$ cat config.mk
export PLATFORM = sky130hd
export DESIGN_NAME = player_sprite_animator
export DESIGN_NICKNAME = d
export VERILOG_FILES = /design/src/rtl/player_anim_pkg.sv /design/src/rtl/anim_frame_seq.sv /design/src/rtl/player_sprite_animator.sv
export SDC_FILE = /design/constraint.sdc
export NUM_CORES = 1
export LEC_CHECK = 0
export BUFFER_PORTS_ARGS = -buffer_cell sky130_fd_sc_hd__buf_2
export CAP_MARGIN = 40
export CORE_MARGIN = 1
export CORE_UTILIZATION = 45
export DETAILED_ROUTE_END_ITERATION = 8
export PLACE_DENSITY = 0.68
export SYNTH_ARGS = -nofsm -noshare
export SYNTH_HDL_FRONTEND = slang
export SYNTH_HIERARCHICAL = 1
export SYNTH_SLANG_ARGS = --single-unit
export TNS_END_PERCENT = 50
$ cat constraint.sdc
create_clock -name Clk -period 10.33 [get_ports Clk]
set_input_delay 1.5495 -clock Clk [delete_from_list [all_inputs] [get_ports Clk]]
set_output_delay 1.5495 -clock Clk [all_outputs]
set_load 0.02 [all_outputs]
$ cat src/rtl/player_anim_pkg.sv
// Shared animation table and state types for the player sprite engine.
// Each animation's frames are packed back to back in the sprite ROM starting at ANIM_BASE.
package player_anim_pkg;

    localparam int NUM_ANIM_TBL = 8;

    typedef enum logic [2:0] {
        WAIT,
        RUN,
        DOWN,
        UP,
        DOWN_RL,
        UP_RL,
        JUMP,
        DEAD
    } anim_e;

    typedef enum logic {
        PLAY,
        HOLD
    } seq_state_e;

    // ANIM_BASE[a+1] = ANIM_BASE[a] + NFRAMES[a] * W[a] * H[a]
    localparam int unsigned ANIM_BASE    [NUM_ANIM_TBL] = '{0, 3072, 7680, 8704, 12288, 14848, 19328, 27520};
    localparam int unsigned ANIM_NFRAMES [NUM_ANIM_TBL] = '{2, 3, 1, 2, 2, 2, 4, 4};
    localparam int unsigned ANIM_W       [NUM_ANIM_TBL] = '{32, 32, 32, 32, 40, 40, 32, 48};
    localparam int unsigned ANIM_H       [NUM_ANIM_TBL] = '{48, 48, 32, 56, 32, 56, 64, 32};
    localparam bit          ANIM_LOOP    [NUM_ANIM_TBL] = '{1'b1, 1'b1, 1'b0, 1'b0, 1'b1, 1'b1, 1'b0, 1'b0};

endpackage

$ cat src/rtl/anim_frame_seq.sv
// Frame sequencer: frame_clk edge detect, tick divider, frame counter and PLAY/HOLD FSM.
// A change of requested animation always restarts from frame 0 and beats a same-cycle tick.
module anim_frame_seq
    import player_anim_pkg::*;
#(
    parameter  int NUM_ANIMS  = 8,
    parameter  int MAX_FRAMES = 4,
    parameter  int FRAME_DIV  = 6,
    localparam int AW = (NUM_ANIMS  > 1) ? $clog2(NUM_ANIMS)  : 1,
    localparam int FW = (MAX_FRAMES > 1) ? $clog2(MAX_FRAMES) : 1,
    localparam int DW = (FRAME_DIV  > 1) ? $clog2(FRAME_DIV)  : 1
) (
    input  logic          Clk,
    input  logic          Reset,
    input  logic          i_frameClk,
    input  logic [AW-1:0] i_animSel,
    input  logic          i_moving,
    output logic [AW-1:0] o_anim,
    output logic [FW-1:0] o_frameIdx,
    output logic          o_animDone
);

    seq_state_e    r_state;
    seq_state_e    w_stateNext;
    logic          r_frameClkQ;
    logic          w_tick;
    logic [AW-1:0] r_anim;
    logic [AW-1:0] w_animNext;
    logic [FW-1:0] r_frame;
    logic [FW-1:0] w_frameNext;
    logic [FW-1:0] w_lastFrame;
    logic [DW-1:0] r_div;
    logic [DW-1:0] w_divNext;
    logic          w_loop;
    logic          w_advance;

    assign w_tick      = i_frameClk & ~r_frameClkQ;
    assign w_lastFrame = FW'(ANIM_NFRAMES[r_anim] - 1);
    assign w_loop      = ANIM_LOOP[r_anim];
    // Looping poses (run, crawl) only animate while the player is moving; one-shots always play out.
    assign w_advance   = (w_loop & i_moving) | ~w_loop;

    always_ff @(posedge Clk or posedge Reset) begin
        if (Reset) begin
            r_frameClkQ <= 1'b0;
            r_state     <= PLAY;
            r_anim      <= '0;
            r_frame     <= '0;
            r_div       <= '0;
        end else begin
            r_frameClkQ <= i_frameClk;
            r_state     <= w_stateNext;
            r_anim      <= w_animNext;
            r_frame     <= w_frameNext;
            r_div       <= w_divNext;
        end
    end

    always_comb begin
        w_stateNext = r_state;
        w_animNext  = r_anim;
        w_frameNext = r_frame;
        w_divNext   = r_div;
        if (i_animSel != r_anim) begin
            w_animNext  = i_animSel;
            w_frameNext = '0;
            w_divNext   = '0;
            w_stateNext = PLAY;
        end else begin
            case (r_state)
                PLAY: begin
                    if (w_tick && w_advance) begin
                        if (r_div == DW'(FRAME_DIV - 1)) begin
                            w_divNext = '0;
                            if (w_loop) begin
                                w_frameNext = (r_frame == w_lastFrame) ? '0 : r_frame + FW'(1);
                            end else if (r_frame == w_lastFrame) begin
                                w_stateNext = HOLD;
                            end else begin
                                w_frameNext = r_frame + FW'(1);
                                if (r_frame + FW'(1) == w_lastFrame) begin
                                    w_stateNext = HOLD;
                                end
                            end
                        end else begin
                            w_divNext = r_div + DW'(1);
                        end
                    end
                end
                HOLD: begin
                    w_stateNext = HOLD;
                end
                default: begin
                    w_stateNext = PLAY;
                end
            endcase
        end
    end

    assign o_anim     = r_anim;
    assign o_frameIdx = r_frame;
    assign o_animDone = (r_state == HOLD);

endmodule

$ cat src/rtl/player_sprite_animator.sv
// Player sprite engine: table lookup, sprite-box hit test, horizontal mirror and ROM address generation.
// Address and spriteOn are registered once, so they trail DrawX/DrawY by one Clk.
module player_sprite_animator
    import player_anim_pkg::*;
#(
    parameter  int NUM_ANIMS  = 8,
    parameter  int MAX_FRAMES = 4,
    parameter  int FRAME_DIV  = 6,
    parameter  int ADDR_W     = 21,
    parameter  int COORD_W    = 10,
    localparam int AW = (NUM_ANIMS  > 1) ? $clog2(NUM_ANIMS)  : 1,
    localparam int FW = (MAX_FRAMES > 1) ? $clog2(MAX_FRAMES) : 1
) (
    input  logic               Clk,
    input  logic               Reset,
    input  logic               frame_clk,
    input  logic [AW-1:0]      anim_sel,
    input  logic               moving,
    input  logic               direction,
    input  logic [COORD_W-1:0] DrawX,
    input  logic [COORD_W-1:0] DrawY,
    input  logic [COORD_W-1:0] PlayerX,
    input  logic [COORD_W-1:0] PlayerY,
    output logic [ADDR_W-1:0]  spriteAddress,
    output logic               spriteOn,
    output logic [COORD_W-1:0] PlayerWidth,
    output logic [COORD_W-1:0] PlayerHeight,
    output logic [FW-1:0]      frameIdx,
    output logic               animDone
);

    localparam int CW1 = COORD_W + 1;

    logic [AW-1:0]      w_anim;
    logic [CW1-1:0]     w_w;
    logic [CW1-1:0]     w_h;
    logic               w_inX;
    logic               w_inY;
    logic [COORD_W-1:0] w_col;
    logic [COORD_W-1:0] w_row;
    logic [COORD_W-1:0] w_colEff;
    logic [ADDR_W-1:0]  w_base;
    logic [ADDR_W-1:0]  w_frameWords;
    logic [ADDR_W-1:0]  w_pixAddr;
    logic [ADDR_W-1:0]  r_addr;
    logic               r_on;
    logic [COORD_W-1:0] r_width;
    logic [COORD_W-1:0] r_height;

    anim_frame_seq #(
        .NUM_ANIMS  (NUM_ANIMS),
        .MAX_FRAMES (MAX_FRAMES),
        .FRAME_DIV  (FRAME_DIV)
    ) u_seq (
        .Clk        (Clk),
        .Reset      (Reset),
        .i_frameClk (frame_clk),
        .i_animSel  (anim_sel),
        .i_moving   (moving),
        .o_anim     (w_anim),
        .o_frameIdx (frameIdx),
        .o_animDone (animDone)
    );

    assign w_w          = CW1'(ANIM_W[w_anim]);
    assign w_h          = CW1'(ANIM_H[w_anim]);
    assign w_base       = ADDR_W'(ANIM_BASE[w_anim]);
    assign w_frameWords = ADDR_W'(ANIM_W[w_anim] * ANIM_H[w_anim]);

    // One extra bit so a sprite hanging off the right/bottom edge does not wrap to column 0.
    assign w_inX = ({1'b0, DrawX} >= {1'b0, PlayerX}) && ({1'b0, DrawX} < ({1'b0, PlayerX} + w_w));
    assign w_inY = ({1'b0, DrawY} >= {1'b0, PlayerY}) && ({1'b0, DrawY} < ({1'b0, PlayerY} + w_h));

    assign w_col    = DrawX - PlayerX;
    assign w_row    = DrawY - PlayerY;
    assign w_colEff = direction ? w_col : (COORD_W'(w_w - CW1'(1)) - w_col);

    assign w_pixAddr = w_base
                     + ADDR_W'(frameIdx) * w_frameWords
                     + ADDR_W'(w_row) * ADDR_W'(w_w)
                     + ADDR_W'(w_colEff);

    // Outside the box the address parks on the animation base so the ROM output stays quiet.
    always_ff @(posedge Clk or posedge Reset) begin
        if (Reset) begin
            r_on     <= 1'b0;
            r_addr   <= '0;
            r_width  <= '0;
            r_height <= '0;
        end else begin
            r_on     <= w_inX & w_inY;
            r_addr   <= (w_inX & w_inY) ? w_pixAddr : w_base;
            r_width  <= COORD_W'(ANIM_W[w_anim]);
            r_height <= COORD_W'(ANIM_H[w_anim]);
        end
    end

    assign spriteAddress = r_addr;
    assign spriteOn      = r_on;
    assign PlayerWidth   = r_width;
    assign PlayerHeight  = r_height;

endmodule

## Yosys cells after proc, flatten, opt, wreduce, memory -nomap -nowiden

Memories as Yosys holds them, arrays and structs flattened.
Index checks and enable logic that the tools add are counted.

- Mux-type cells: 30
- Equality and inequality tests: 6
- Bitwise logic cells: 8
- Multipliers: 3
- Add/subtract/negate cells: 12
- Magnitude comparators: 5
- Reductions and logical operators: 7

Operators with widths:

| operator | number |
|---|---|
| 2-to-1 mux 32 bit | 4 |
| 2-to-1 mux 21 bit | 3 |
| adder 21 bit | 2 |
| multiplier 32 x 32 -> 21 bit | 1 |
| subtractor 10 bit | 3 |
| adder 10 x 11 -> 11 bit | 2 |
| less-than comparator 10 x 11 -> 1 bit | 2 |
| adder 21 x 10 -> 21 bit | 1 |
| multiplier 10 x 11 -> 21 bit | 1 |
| multiplier 2 x 21 -> 21 bit | 1 |
| >= comparator 10 bit | 2 |
| 2-to-1 mux 2 bit | 9 |
| 2-to-1 mux 3 bit | 4 |
| 2-to-1 mux 10 bit | 1 |
| subtractor 10 x 1 -> 10 bit (second input constant) | 1 |
| 2-to-1 mux 1 bit | 8 |
| equality test 2 bit | 2 |
| >= comparator 4 bit (second input constant) | 1 |
| NOT 3 -> 4 bit | 1 |
| AND reduction 4 bit | 1 |
| nonzero test 2 bit | 2 |
| adder 3 x 1 -> 3 bit (second input constant) | 1 |
| bitwise AND 1 bit | 3 |
| equality test 3 bit (second input constant) | 1 |
| other kinds (10) | 14 |

- Word-level logic and storage cells: 85
- Bits of input ports: 48
- Bits in registers: 52
- Output and inout bits: 45
- Memory bits (read-only): 1032
- Memories kept: 5

Memories:

| name | depth | width | read ports | clocked after memory_dff | write ports | line | RTL |
|---|---|---|---|---|---|---|---|
| (no name shown) | 8 | 32 | 1 | 0 | 0 | player_sprite_animator.sv:94 | `r_height <= COORD_W'(ANIM_H[w_anim]);` |
| (no name shown) | 8 | 32 | 1 | 0 | 0 | player_sprite_animator.sv:93 | `r_width <= COORD_W'(ANIM_W[w_anim]);` |
| (no name shown) | 8 | 32 | 1 | 0 | 0 | player_sprite_animator.sv:67 | `assign w_base = ADDR_W'(ANIM_BASE[w_anim]);` |
| (no name shown) | 8 | 32 | 1 | 0 | 0 | anim_frame_seq.sv:38 | `assign w_lastFrame = FW'(ANIM_NFRAMES[r_anim] - 1);` |
| (no name shown) | 8 | 1 | 1 | 0 | 0 | anim_frame_seq.sv:39 | `assign w_loop = ANIM_LOOP[r_anim];` |

## Longest topological paths before layout

- Depth in word-level cells: 13
- Gate-level depth with buffers: 38
- Mapped depth without buffers: 37

## By module

Netlist, hierarchy kept.

Modules (own cells, without submodules):

| module | cells each | seq. area each (sq um) | area an instance (sq um) | times used |
|---|---|---|---|---|
| player_sprite_animator | 645 | 700.7 | 5799.3 | 1 |
| anim_frame_seq | 63 | 250.2 | 591.8 | 1 |

## Worst setup path before layout

Ideal clock, no wire load.

- Kind: register -> register
- Start: register u_seq.r_anim[1], in the netlist u_seq/o_anim[1]
- End: register r_addr[19], in the netlist spriteAddress[19]
- Setup time: 0.120 ns
- Slack: 1.983 ns
- Stages on the path, launching flop included: 35
- Arrival: 8.227 ns
- Path through: dfrtp_1 -> ha_1 -> and2_1 -> clkbuf_1 -> inv_1 -> clkbuf_1 -> nor2_1 -> ha_1 -> and2_1 -> inv_1 -> fa_1 -> inv_1 -> ha_1 -> ha_1 -> inv_1 -> fa_1 -> fa_1 -> inv_1 -> ha_1 -> nand2_1 -> fa_1 -> fa_1 -> inv_1 -> fa_1 -> inv_1 -> fa_1 -> inv_1 -> fa_1 -> ha_1 -> ha_1 -> a21oi_1 -> o21ai_0 -> a21oi_1 -> o21ai_0 -> o211a_1

- Cells in the longest elaborated chain, start to end: 10

Ends and longest elaborated chain:

| item | line | RTL |
|---|---|---|
| start, declared | anim_frame_seq.sv:27 | `logic [AW-1:0] r_anim;` |
| start signal, assigned | anim_frame_seq.sv:53 | `r_anim <= w_animNext;` |
| NOT 3 -> 4 bit (implied by the code) * | player_sprite_animator.sv:65 | `assign w_w = CW1'(ANIM_W[w_anim]);` |
| memory (8 x 32 bit) * | -- |  |
| 2-to-1 mux 32 bit * (2 in series) | -- |  |
| via w_w[4] | player_sprite_animator.sv:35 | `logic [CW1-1:0] w_w;` |
| multiplier 32 x 32 -> 21 bit | player_sprite_animator.sv:68 | `assign w_frameWords = ADDR_W'(ANIM_W[w_anim] * ANIM_H[w_anim]);` |
| multiplier 2 x 21 -> 21 bit | player_sprite_animator.sv:79 | `+ ADDR_W'(frameIdx) * w_frameWords` |
| adder 21 bit | player_sprite_animator.sv:79 |  |
| adder 21 bit | player_sprite_animator.sv:80 | `+ ADDR_W'(w_row) * ADDR_W'(w_w)` |
| adder 21 x 10 -> 21 bit | player_sprite_animator.sv:81 | `+ ADDR_W'(w_colEff);` |
| 2-to-1 mux 21 bit * | player_sprite_animator.sv:92 | `r_addr <= (w_inX & w_inY) ? w_pixAddr : w_base;` |
| end signal, assigned | player_sprite_animator.sv:92 |  |
| end, declared | player_sprite_animator.sv:45 | `logic [ADDR_W-1:0] r_addr;` |

Mark *: on every way through the listed nets, which the timed path passes. The rest lies on a longest branch. The select of a mux whose other input is x is not followed.
A chain may end at the register's enable or synchronous reset.

## Final worst setup path

- Start: register u_seq.r_anim[1], in the netlist u_seq/o_anim[1]
- End: register r_addr[19], in the netlist spriteAddress[19]

- Cells in the longest elaborated chain, start to end: 10

Ends and longest elaborated chain:

| item | line |
|---|---|
| NOT 3 -> 4 bit (implied by the code) * | -- |
| memory (8 x 32 bit) (on tied branches) | -- |
| 2-to-1 mux 32 bit (2 in series) | -- |
| multiplier 32 x 32 -> 21 bit | player_sprite_animator.sv:68 |
| multiplier 2 x 21 -> 21 bit | player_sprite_animator.sv:79 |
| adder 21 bit | player_sprite_animator.sv:79 |
| adder 21 bit | player_sprite_animator.sv:80 |
| adder 21 x 10 -> 21 bit | player_sprite_animator.sv:81 |
| 2-to-1 mux 21 bit * | player_sprite_animator.sv:92 |

Mark *: on every way between the ends. The rest lies on a longest branch, timed or not. The select of a mux whose other input is x is not followed.

==> results_dict.tcl <==
set metrics [dict create \
    gp_congestion 0.8572 \
    synth_area_per_cell_sq_um 9.027 \
    cts_made_buffers 5 \
    via_per_inst 5.008 \
    syn2layout_area_growth_pct 10.51 \
    crit_arrival_ns 8.84 \
    startpoint_type "flip-flop" \
    path_class "flip-flop to flip-flop" \
    timing.final.crit_share_pct 83.81 \
    async_flop_share_pct 100.0 \
    max_freq_mhz 115.5 \
    start_util_pct 46.04 \
    p_total_uw 1034 \
    clock_path_buffers 2 \
    finalSetupViolCount 0 \
    violations "DRC" \
    synth_ff_type "dfrtp_1" \
    hold_viol_final 0 \
    hp-class "flip-flop to flip-flop" \
    io_pins 93 \
    antenna_found_initial 0 \
    drcViolationCount 2 \
    nets 1000 \
    first_pass_iters 6 \
    grt_start_max_net_pins 29 \
    ir_drop_v 0.00009059 \
    p_clk_share_pct 17.5 \
    status "finished, violations left" \
    vias 4808 \
    comb_power_share_pct 66.4 \
    syn_area_sq_mm 0.006391 \
    synth_cells 708 \
    worst-path-max-fanout 13 \
    clk_latency_ns 0.29 \
    leakagePower_uw 0.003813 \
    dieHeight_um 121.2 \
    dp_slack_ns 1.657 \
    grt_pass1_vias 4639 \
    rows 43 \
    netlist-cell-type-count 68 \
    ant_nets 0 \
    coreArea_sq_mm 0.01388 \
    yosysWarnings 6 \
    synth-edff-count 0 \
    tns_ns 0 \
    cap_viol_max_count 0 \
    finalCriticalPeriod_ns 8.657 \
    cts_tree "done" \
    grt_use_total_pct 18.52 \
    stdcell_area_sq_mm 0.007063 \
    yosysSeqAreaShare_pct 14.88 \
    first_iter_violations 186 \
    clk_pin_slew_worst_paths_ns 0.06 \
    p_sw_share_pct 43.77 \
    grt_pass1_wl_um 21480 \
    drv_slew 0 \
    worst_slack_ns 1.673 \
    clock-root-buffer "clkbuf_16" \
    power.density_mw_per_mm2 146.4 \
    antennaDiodeCount 0 \
    fp.dieW_um 121.2 \
    relSlewSlack_pct 56.08 \
    slowest_stage "fa_1" \
    io_buffers 78 \
    synth-seq-cells 38 \
    p_int_uw 581.5 \
    power.switching_uw 452.7 \
    die-area_sq_mm 0.01468 \
    endpoint_kind "flip-flop" \
    dp_hpwl_um 10890 \
    dpl_cell_area_sq_mm 0.006894 \
    clock_sinks 38 \
    worst_pin_slew_ns 0.6528 \
    fin_skew_ns 0.008187 \
    cp_slowest_stage_delay_ns 0.54 \
    cts_resized 0 \
    cp_data_required_time_ns 10.51 \
    holdBufCountCts 0 \
    rsz0062_at_grt "no" \
    p_seq_share_pct 16.0 \
    layout-drive-gt1-share_pct 12.95 \
    drt_wl_total_um 12920 \
    wl_per_cell_um 13.46 \
    gr-total-overflow 0 \
    htree_levels 2 \
    fin_cells 960 \
    post_cts_buffers 0 \
    dp.cells 953 \
]
[metal layers]
| layer | global-route usage [%] | routed length (um) |
|---|---|---|
| met1 | 25.16 | 6213 |
| met2 | 31.86 | 6164 |
| met3 | 2.632 | 494 |
| met4 | 2.469 | 47 |
| met5 | 0 | 0 |
[kinds of logic after synthesis]
logic type / after synthesis / share of synthesized area (%)
buf+inv: 161 / 10.57
flops: 38 / 14.88
fa+ha+maj: 172 / 39.55
other cells: 2 / 0.1175
simple gates: 162 / 13.59
xor+xnor: 45 / 6.382
compound gates: 118 / 13.08
mux: 10 / 1.840
[worst paths after layout]
path / slack, ns / cells after the start / startpoint / end
min in group asynchronous: 1.24 / 2 / Reset / u_seq/o_anim[0]
max in group asynchronous: 8.70 / 3 / Reset / spriteAddress[0]
worst min-delay path: 0.57 / 2 / u_seq/r_div[1] / u_seq/r_div[1]
worst max register to register: 1.67 / 32 / u_seq/o_anim[1] / spriteAddress[19]
worst min register to register: 0.57 / 2 / u_seq/r_div[1] / u_seq/r_div[1]
worst max-delay path: 1.67 / 32 / u_seq/o_anim[1] / spriteAddress[19]
[synth_stat cells (all sizes together), types with 3 or more instances]
cell type / number / area share (%)
a211oi: 7 / 1.0
nand3b: 3 / 0.35
nor3: 7 / 0.55
o21bai: 4 / 0.47
xor2: 10 / 1.4
o21ai: 17 / 1.3
nand2: 30 / 1.8
nor3b: 4 / 0.47
nand2b: 11 / 1.1
clkbuf: 10 / 0.59
ha: 122 / 24
nor2: 40 / 2.4
xnor2: 34 / 4.7
a21oi: 31 / 2.5
mux2: 5 / 1.1
nand3: 7 / 0.55
a21o: 8 / 0.94
nor2b: 9 / 0.88
dfrtp: 38 / 15
mux2i: 5 / 0.78
o21a: 11 / 1.3
nand4: 6 / 0.59
buf: 19 / 2.2
and2: 30 / 2.9
o211a: 3 / 0.47
o211ai: 4 / 0.47
a31oi: 8 / 0.78
a211o: 7 / 0.96
fa: 50 / 16
inv: 131 / 7.7
[metrics by stage]
step	hold slack, ns	util (%)
after detailed placement	0.5504	49.67
after CTS	0.5694	50.88
final	0.5658	50.88
after global routing	0.5894	50.88
after global placement	0.5424	49.67
after floorplan	0.5155	-
[critical path, delay by kind of cell (launching register included)]
family | cells | cell delay (ns)
compound gates | 5 | 0.92
fa+ha+maj | 15 | 5.85
buf+inv | 8 | 0.73
flops | 1 | 0.53
simple gates | 4 | 0.52
[final cells by class]
type | instances | area, sq um
clock inverter | 1 | 30.03
inverter | 132 | 495.5
clock buffer | 6 | 138.9
tap | 180 | 225.2
sequential | 38 | 950.9
fill | 1349 | 6818
timing repair buffer | 80 | 405.4
multi-input combinational | 523 | 4817
[state kept, by name (all words and copies together) (netlist names)]
register and count:
u_seq/r_div 3, PlayerHeight 4, spriteAddress 20, spriteOn 1
u_seq/o_animDone 1, u_seq/o_frameIdx 2, u_seq/r_frameClkQ 1, u_seq/o_anim 3
PlayerWidth 3
[power groups by stage]
stage | registers, uW | clock network (uW) | logic (uW)
floorplan | 183 | 0 | 536
global placement | 169 | 0 | 668
detailed placement | 169 | 0 | 687
CTS | 166 | 186 | 695
global route | 167 | 191 | 784
finish | 166 | 181 | 687
[cells in the final DEF (no fill, tap or decap), drive strengths merged, types with 3 or more instances in the layout]
| master | netlist | routed |
|---|---|---|
| a211o | 7 | 7 |
| a211oi | 7 | 7 |
| a21o | 8 | 8 |
| a21oi | 31 | 31 |
| a31oi | 8 | 8 |
| and2 | 30 | 30 |
| buf | 19 | 80 |
| clkbuf | 10 | 6 |
| conb | 2 | 16 |
| dfrtp | 38 | 38 |
| fa | 50 | 50 |
| ha | 122 | 122 |
| inv | 131 | 131 |
| mux2 | 5 | 5 |
| mux2i | 5 | 5 |
| nand2 | 30 | 30 |
| nand2b | 11 | 11 |
| nand3 | 7 | 7 |
| nand3b | 3 | 3 |
| nand4 | 6 | 6 |
| nor2 | 40 | 40 |
| nor2b | 9 | 9 |
| nor3 | 7 | 7 |
| nor3b | 4 | 4 |
| o211a | 3 | 3 |
| o211ai | 4 | 4 |
| o21a | 11 | 11 |
| o21ai | 17 | 17 |
| o21bai | 4 | 4 |
| xnor2 | 34 | 34 |
| xor2 | 10 | 10 |
Note: power is estimated with default switching activity, not from simulation.
